## config.mk

```make
export PLATFORM = sky130hd
export DESIGN_NAME = vedic_8x8_sequencer
export DESIGN_NICKNAME = d
export VERILOG_FILES = /design/src/rtl/vedic_8x8_sequencer.sv
export SDC_FILE = /design/constraint.sdc
export NUM_CORES = 1
export LEC_CHECK = 0
export ABC_AREA = 1
export CAP_MARGIN = 0
export CORE_ASPECT_RATIO = 1.25
export CORE_MARGIN = 2
export CORE_UTILIZATION = 47
export CTS_BUF_LIST = sky130_fd_sc_hd__clkbuf_2 sky130_fd_sc_hd__clkbuf_4 sky130_fd_sc_hd__clkbuf_8
export DETAILED_ROUTE_END_ITERATION = 7
export PLACE_DENSITY = 0.75
export SYNTH_ARGS = -nofsm -noshare
export SYNTH_HDL_FRONTEND = slang
export SYNTH_SLANG_ARGS = --single-unit
```

## constraint.sdc

```tcl
create_clock -name clk -period 2.37 [get_ports clk]
set_input_delay 0.3555 -clock clk [delete_from_list [all_inputs] [get_ports clk]]
set_output_delay 0.3555 -clock clk [all_outputs]
set_load 0.03 [all_outputs]
```

## src/rtl/vedic_8x8_sequencer.sv

```systemverilog
// Unsigned 8x8 -> 16-bit multiply built by sequencing one shared 4x4 core
// over four nibble partial products and shift-accumulating the results.
module vedic_8x8_sequencer #(
  parameter int MUL_LATENCY = 1
) (
  input  logic        clk,
  input  logic        rst_n,
  input  logic        in_valid,
  output logic        in_ready,
  input  logic [7:0]  in_a,
  input  logic [7:0]  in_b,
  input  logic        abort,
  output logic        out_valid,
  input  logic        out_ready,
  output logic [15:0] out_product,
  output logic        busy,
  output logic [3:0]  mul_a,
  output logic [3:0]  mul_b,
  input  logic [7:0]  mul_p
);

  typedef enum logic [1:0] {
    S_IDLE = 2'd0,
    S_MUL  = 2'd1,
    S_DONE = 2'd2
  } state_t;

  localparam logic [2:0] LAST_CNT = 3'(MUL_LATENCY);

  state_t      r_state;
  state_t      w_next_state;
  logic [7:0]  r_a;
  logic [7:0]  r_b;
  logic [1:0]  r_k;
  logic [2:0]  r_cnt;
  logic [15:0] r_acc;
  logic [15:0] r_product;

  logic        w_accept;
  logic        w_beat_end;
  logic        w_last_partial;
  logic [15:0] w_partial;
  logic [15:0] w_sum;

  assign w_accept       = (r_state == S_IDLE) && in_valid;
  assign w_beat_end     = (r_state == S_MUL) && (r_cnt == LAST_CNT);
  assign w_last_partial = (r_k == 2'd3);
  assign w_sum          = r_acc + w_partial;

  // Partial k weight: k0 at bit 0, k1/k2 at bit 4, k3 at bit 8.
  always_comb begin
    w_partial = '0;
    unique case (r_k)
      2'd0:    w_partial = {8'h00, mul_p};
      2'd1,
      2'd2:    w_partial = {4'h0, mul_p, 4'h0};
      default: w_partial = {mul_p, 8'h00};
    endcase
  end

  // NOTE: sequential state uses non-blocking assignments so every register
  // samples pre-edge values regardless of statement order.
  always_ff @(posedge clk or negedge rst_n) begin
    if (!rst_n) begin
      r_state <= S_IDLE;
    end else begin
      r_state <= w_next_state;
    end
  end

  // NOTE: every combinational output gets a default first, so no path can
  // leave it unassigned and infer a latch.
  always_comb begin
    w_next_state = r_state;
    unique case (r_state)
      S_IDLE: begin
        if (in_valid) w_next_state = S_MUL;
      end
      S_MUL: begin
        if (abort) begin
          w_next_state = S_IDLE;
        end else if (w_beat_end && w_last_partial) begin
          w_next_state = S_DONE;
        end
      end
      S_DONE: begin
        if (abort || out_ready) w_next_state = S_IDLE;
      end
      default: w_next_state = S_IDLE;
    endcase
  end

  always_comb begin
    in_ready  = 1'b0;
    busy      = 1'b1;
    out_valid = 1'b0;
    mul_a     = 4'h0;
    mul_b     = 4'h0;
    unique case (r_state)
      S_IDLE: begin
        in_ready = 1'b1;
        busy     = 1'b0;
      end
      S_MUL: begin
        mul_a = r_k[1] ? r_a[7:4] : r_a[3:0];
        mul_b = r_k[0] ? r_b[7:4] : r_b[3:0];
      end
      S_DONE: begin
        out_valid = 1'b1;
      end
      default: begin
        busy = 1'b0;
      end
    endcase
  end

  always_ff @(posedge clk or negedge rst_n) begin
    if (!rst_n) begin
      r_a       <= '0;
      r_b       <= '0;
      r_k       <= '0;
      r_cnt     <= '0;
      r_acc     <= '0;
      r_product <= '0;
    end else if (w_accept) begin
      r_a   <= in_a;
      r_b   <= in_b;
      r_k   <= '0;
      r_cnt <= '0;
      r_acc <= '0;
    end else if (r_state == S_MUL) begin
      if (abort) begin
        r_k   <= '0;
        r_cnt <= '0;
        r_acc <= '0;
      end else if (w_beat_end) begin
        r_acc <= w_sum;
        r_k   <= r_k + 2'd1;
        r_cnt <= '0;
        if (w_last_partial) r_product <= w_sum;
      end else begin
        r_cnt <= r_cnt + 3'd1;
      end
    end
  end

  assign out_product = r_product;

endmodule

```

==> flow_summary.toml, run 1 <==
[sta]
min_period_ns = 2.31
skew_ns = 0.00947
worst_slack_ns = 0.0556
rsz0062_at_grt = "yes"
post-route-period-util = 0.977
max_clock_freq_mhz = 432
finalSetupTns_ns = 0
drv_slew = 0
finalHoldViolations = 0
whs_ns = 0.0246
finalSetupViolCount = 0
timing.slew.headroom = 0.761
tightest_slew_ns = 0.358

[synthesis]
synth_warnings = 0
synth_top_area_frac = 0.406
postSynthAreaPerCell_um2 = 7.23
netlist_area_mm2 = 0.00339
ys_types = 26
yosys.area.top_type = "dfrtp_1"
seq_area_frac_synth = 0.406
ys_seq_elements = 55
syn_inst = 469
syn_nets = 522
synth_area_leaders = "dfrtp_1, nand2_1, ha_1, inv_1, o21ai_0"

[clocking]
clk_latency_ns = 0.31
path_clk_slew_ns = 0.11
cts_sinks = 55
clockBufferDepth = 2
cts_tree = "built"
root_buffer = "clkbuf_8"
cts_made_buffers = 5
htreeDepth = 2

[finish]
area_growth_pct = 30.4
final_cells = 637
num_antenna_cells = 0
final.fill_count = 627
nets = 599
fin_util = 0.634
layout-drive-gt1-share = 0.148

[place]
dp_hpwl_um = 6150
dp.cells = 623
place_congestion = 0.967
dpl_worst_slack_ns = -0.0845
portBuffers = 55

[global_routing]
antenna_found_initial = 0
grt_max_degree = 56
grt_util_all_layers = 0.217
grt_pass1_wl_um = 13800
grt_pass1_vias = 3133
grt-ovfl-total = 0

[drt]
avgViaCountPerCell = 4.98
top_layer = "met4"
met1_length_um = 3510
ant_nets = 0
totalWireLength_um = 8400
wl_per_cell_um = 13.2
wl_met3_um = 396
wl_met2_um = 4230
first_pass_iters = 4
drc_errors = 0
drt_iter0_markers = 165
via_count = 3172

[critical_path]
r2r_slack_ns = 0.06
crit_required_ns = 2.58
r2r_start = "r_k[1]$_DFFE_PN0P_"
worstSetupStartpointType = "flop"
cpPeakStageDelay_ns = 0.45
crit_fanout = 8
critical_path_class = "flop to flop"
critPathCapture = "out_product[15]$_DFFE_PN0P_"
worst_r2r_endpoint = "out_product[15]$_DFFE_PN0P_"
critPathMostFrequentCell = "nand2_1"
cp.arrival_ns = 2.52
cp_num_cells = 13
endpoint_kind = "flop"
r2r_cells = 13
path_cells = "inv_2, ha_4, nand2_4, o22ai_1, ha_1, nand2_1, inv_1, a21oi_2, nand2_2, nand2_1, nand3_1, nand3_1, nand2_1"
crit_buf_inv = 2
cp_top_family = "simple AND/OR/NAND/NOR gates"
crit_start = "r_k[1]$_DFFE_PN0P_"
crit_path_top_delay_cell = "dfrtp_1"

[floorplanning]
io-pin-count = 56
fp.dieW_um = 80.0
fp.dieH_um = 99.0
core_area_mm2 = 0.00698
rows = 34
design.die.area_mm2 = 0.00792
start_util = 0.486

[outcome]
status = "complete, no violations"

[worst_hold_path]
min-delay-path-class = "input pin to async pin"

[power]
power_density_mw_per_mm2 = 1100
ir_drop_v = 0.000710
power.leakage_nw = 2.44

[flow_run]
cap_violations = 0
==> placed cells by master, fill, tap and decap left out, types with 6 or more instances in the layout <==
master	Yosys	final
a21oi_1	11	6
nand3_2	7	8
inv_1	59	55
nand3_1	16	15
xor2_1	6	6
clkdlybuf4s50_1	0	46
buf_4	0	20
nand2_2	1	12
o22ai_1	10	9
nand2_1	195	182
clkbuf_8	0	6
nor2_1	33	31
o21ai_0	26	26
dlygate4sd2_1	0	8
dfrtp_1	55	55
ha_1	23	19
==> worst reg2reg max path, cell delays in order, from the launching register on <==
cell	delay, ns
dfrtp_1	0.45
inv_2	0.08
ha_4	0.28
nand2_4	0.09
o22ai_1	0.16
ha_1	0.30
nand2_1	0.11
inv_1	0.07
a21oi_2	0.18
nand2_2	0.12
nand2_1	0.10
nand3_1	0.11
nand3_1	0.11
nand2_1	0.06
==> worst min path at each step <==
stage	startpoint	endpoint	slack (ns)	depth (start not counted)
6_report	rst_n	out_product[13]$_DFFE_PN0P_	0.02	2
2_1_floorplan	rst_n	out_product[0]$_DFFE_PN0P_	0.06	0
4_1_cts	rst_n	out_product[13]$_DFFE_PN0P_	0.03	2
5_1_grt	rst_n	out_product[13]$_DFFE_PN0P_	0.04	2
3_3_place_gp	rst_n	out_product[1]$_DFFE_PN0P_	0.38	2
3_5_place_dp	rst_n	out_product[1]$_DFFE_PN0P_	0.38	2
==> flip-flops by register name (all words and copies together) (netlist names) <==
register     count
r_a              8
r_k              2
r_cnt            3
r_state          2
r_b              8
out_product     16
r_acc           16
==> cell families after synthesis <==
logic type                 share of synthesized area
and+or+nand+nor                                0.327
adders and majority gates                     0.0907
xor gates and xnor gates                      0.0207
DFF                                            0.406
buffers and inverters                         0.0830
AOI/OAI and AO/OA                             0.0730
==> layer usage <==
metal	vias to the layer above	track usage
met1	1463	0.268
met4	0	0.0769
met2	85	0.385
li1	1605	-
met5	-	0
met3	19	0.0284
==> power breakdown <==
part	leakage, nW	switching (mW)	internal, mW
sequential	0.732	0.171	1.20
combinational	1.66	1.77	1.16
clock	0.0474	0.324	0.239
==> synthesized netlist by cell type <==
library cell / instances
xor2_1: 6
inv_4: 1
o21ai_0: 26
nand2_4: 2
inv_2: 2
inv_1: 59
xnor2_1: 2
nand3_1: 16
clkinv_1: 1
buf_2: 3
or2_2: 1
nor2_1: 33
clkbuf_1: 3
nand3_2: 7
o22ai_1: 10
ha_1: 23
nand3b_1: 4
buf_6: 1
dfrtp_1: 55
nor2_4: 2
clkinv_2: 1
fa_1: 1
a21oi_1: 11
nand2_1: 195
nand2_2: 1
nor3_1: 3
==> repair_timing <==
action,4_1_cts,5_1_grt
gates cloned,0,0
endpoints found under the setup margin,21,22
buffers inserted,0,6
gates resized for setup,12,35
pin swaps,1,14
hold buffers,0,0
==> stage by stage <==
stage	instance area (um2)	total power, mW
3_5_place_dp	4150	4.03
6_report	4420	4.87
2_1_floorplan	3390	3.15
3_3_place_gp	4150	3.97
5_1_grt	4420	5.28
4_1_cts	4240	4.58
==> area by class of cell <==
cell class	instances	area, um2	area share
multi-input cells	343	1870	0.423
inverters	64	246	0.0557
clock buffers	6	82.6	0.0187
well taps	90	113	0.0255
repair buffers	77	717	0.162
flip-flops and latches	55	1380	0.311
clock inverters	2	16.3	0.00368
Power figures use the tool's default switching activity.
==> run 2, diff against run 1 <==
- CORE_ASPECT_RATIO: 1.25 -> 0.8
- RECOVER_POWER: unset -> 50
==> run 2 against run 1 <==
First-iteration DRC count grew 19%. Die area unchanged. Largest power group unchanged. Worst hold slack improved by 0.39 ns. Maximum frequency is 2.3% higher. Power rose by 2.1%.
==> flow_summary.toml, run 2 (synthesis results as in run 1) <==
[global_routing]
grt-ovfl-total = 0
grt_util_all_layers = 0.222
grt_pass1_vias = 3076
antenna_found_initial = 0
grt_max_degree = 56
grt_pass1_wl_um = 14100

[power]
p_sw_frac = 0.461
power_density_mw_per_mm2 = 1120
combPwrFrac = 0.587
netSwitchingPower_mw = 2.29
ir_drop_v = 0.000753
fin_total_pwr_mw = 4.97
pwr-share-clk = 0.134
p_int_mw = 2.68
power.leakage_nw = 2.44
seqPwrFrac = 0.278

[sta]
rsz0062_at_grt = "yes"
max_clock_freq_mhz = 442
whs_ns = 0.418
finalHoldViolations = 0
finalSetupViolCount = 0
tightest_slew_ns = 1.35
post-route-period-util = 0.954
timing.slew.headroom = 0.0998
worst_slack_ns = 0.108
skew_ns = 0.00769
finalSetupTns_ns = 0
drv_slew = 0
min_period_ns = 2.26

[drt]
first_pass_iters = 4
drt_iter0_markers = 197
totalWireLength_um = 8530
drc_errors = 0
via_count = 3168
avgViaCountPerCell = 5.00
ant_nets = 0
wl_per_cell_um = 13.5

[clocking]
clockBufferDepth = 2
cts_sinks = 55
cts_made_buffers = 5
htreeDepth = 2
cts_tree = "built"
clk_latency_ns = 0.32
path_clk_slew_ns = 0.11
root_buffer = "clkbuf_8"

[critical_path]
crit_fanout = 8
cp.arrival_ns = 2.47
r2r_start = "r_k[1]$_DFFE_PN0P_"
crit_buf_inv = 2
r2r_slack_ns = 0.11
path_cells = "inv_2, ha_4, nand2_8, o22ai_1, ha_1, nand2_1, inv_1, a21oi_2, nand2_2, nand2_1, nand3_1, nand3_2, nand2_1"
critical_path_class = "flop to flop"
critPathMostFrequentCell = "nand2_1"
endpoint_kind = "flop"
cp_top_family = "simple AND/OR/NAND/NOR gates"
worst_r2r_endpoint = "r_acc[15]$_DFFE_PN0P_"
cpPeakStageDelay_ns = 0.45
r2r_cells = 13
worstSetupStartpointType = "flop"
crit_required_ns = 2.58
crit_start = "r_k[1]$_DFFE_PN0P_"
crit_path_top_delay_cell = "dfrtp_1"

[floorplanning]
io-pin-count = 56
fp.dieH_um = 80.0
design.die.area_mm2 = 0.00792
rows = 27
core_area_mm2 = 0.00693
start_util = 0.490
fp.dieW_um = 99.0

[finish]
area_growth_pct = 31.0
layout_commonest_cell = "nand2_1"
final_cell_mix = "nand2_1, inv_1, dfrtp_1"
nets = 599
fin_util = 0.642
layout-drive-gt1-share = 0.144
num_antenna_cells = 0

[place]
dpl_worst_slack_ns = -0.0803
dp_hpwl_um = 6110
place_congestion = 0.968
portBuffers = 55

[flow_run]
cap_violations = 0

[worst_hold_path]
min-delay-path-class = "input pin to async pin"

[outcome]
status = "complete, no violations"
## run 2: cell count changes in the layout (fill, tap and decap cells not counted), moves of 3 or more
cell / change
o22ai_1: -3
nand2_2: -4
nand2_1: +5
nand3_1: -3
nand3_2: +3
o22ai_2: +3
## run 2: through the flow
| stage | cell area, um2 | std cells |
|---|---|---|
| 2_1_floorplan | 3390 | 469 |
| 3_3_place_gp | 4150 | 621 |
| 3_5_place_dp | 4150 | 621 |
| 4_1_cts | 4280 | 629 |
| 5_1_grt | 4440 | 634 |
| 6_report | 4440 | 634 |
## run 2: power by group through the flow
stage               Combinational [mW]  Sequential, mW  Clock (mW)
floorplan                         1.77            1.38           0
global placement                  2.60            1.37           0
detailed placement                2.64            1.38           0
CTS                               2.65            1.36       0.672
global route                      3.25            1.41       0.712
finish                            2.92            1.38       0.668
## run 2: metal layers
metal	vias to the layer above	track usage	part of all wire	routed length, um
li1	1610	-	-	-
met1	1477	0.316	0.49	4140
met2	77	0.347	0.45	3870
met3	4	0.0560	0.056	478
met4	0	0.0411	0.0052	44
met5	-	0	0	0
## run 2: how the worst max path moves through the flow
stage                                        endpoint  slack [ns]  cells past startpoint
after global placement    out_product[13]$_DFFE_PN0P_       -0.04                     12
after floorplan           out_product[14]$_DFFE_PN0P_        0.08                     14
after global routing             r_acc[8]$_DFFE_PN0P_       -0.06                     11
final                           r_acc[15]$_DFFE_PN0P_        0.11                     13
after CTS                 out_product[14]$_DFFE_PN0P_        0.02                     14
after detailed placement  out_product[14]$_DFFE_PN0P_       -0.08                     14
## run 2: cell type report
| class | instances | area [um2] |
|---|---|---|
| repair buffers | 77 | 698 |
| fillers | 609 | 2480 |
| flip-flops and latches | 55 | 1380 |
| well taps | 87 | 109 |
| inverters | 64 | 245 |
| clock inverters | 2 | 38.8 |
| multi-input cells | 343 | 1900 |
| clock buffers | 6 | 76.3 |
## run 2: repair_timing
item | CTS | global route
gates resized for setup | 13 | 35
endpoints found under the setup margin | 24 | 22
hold buffers | 0 | 0
pin swaps | 0 | 10
setup buffers | 0 | 5
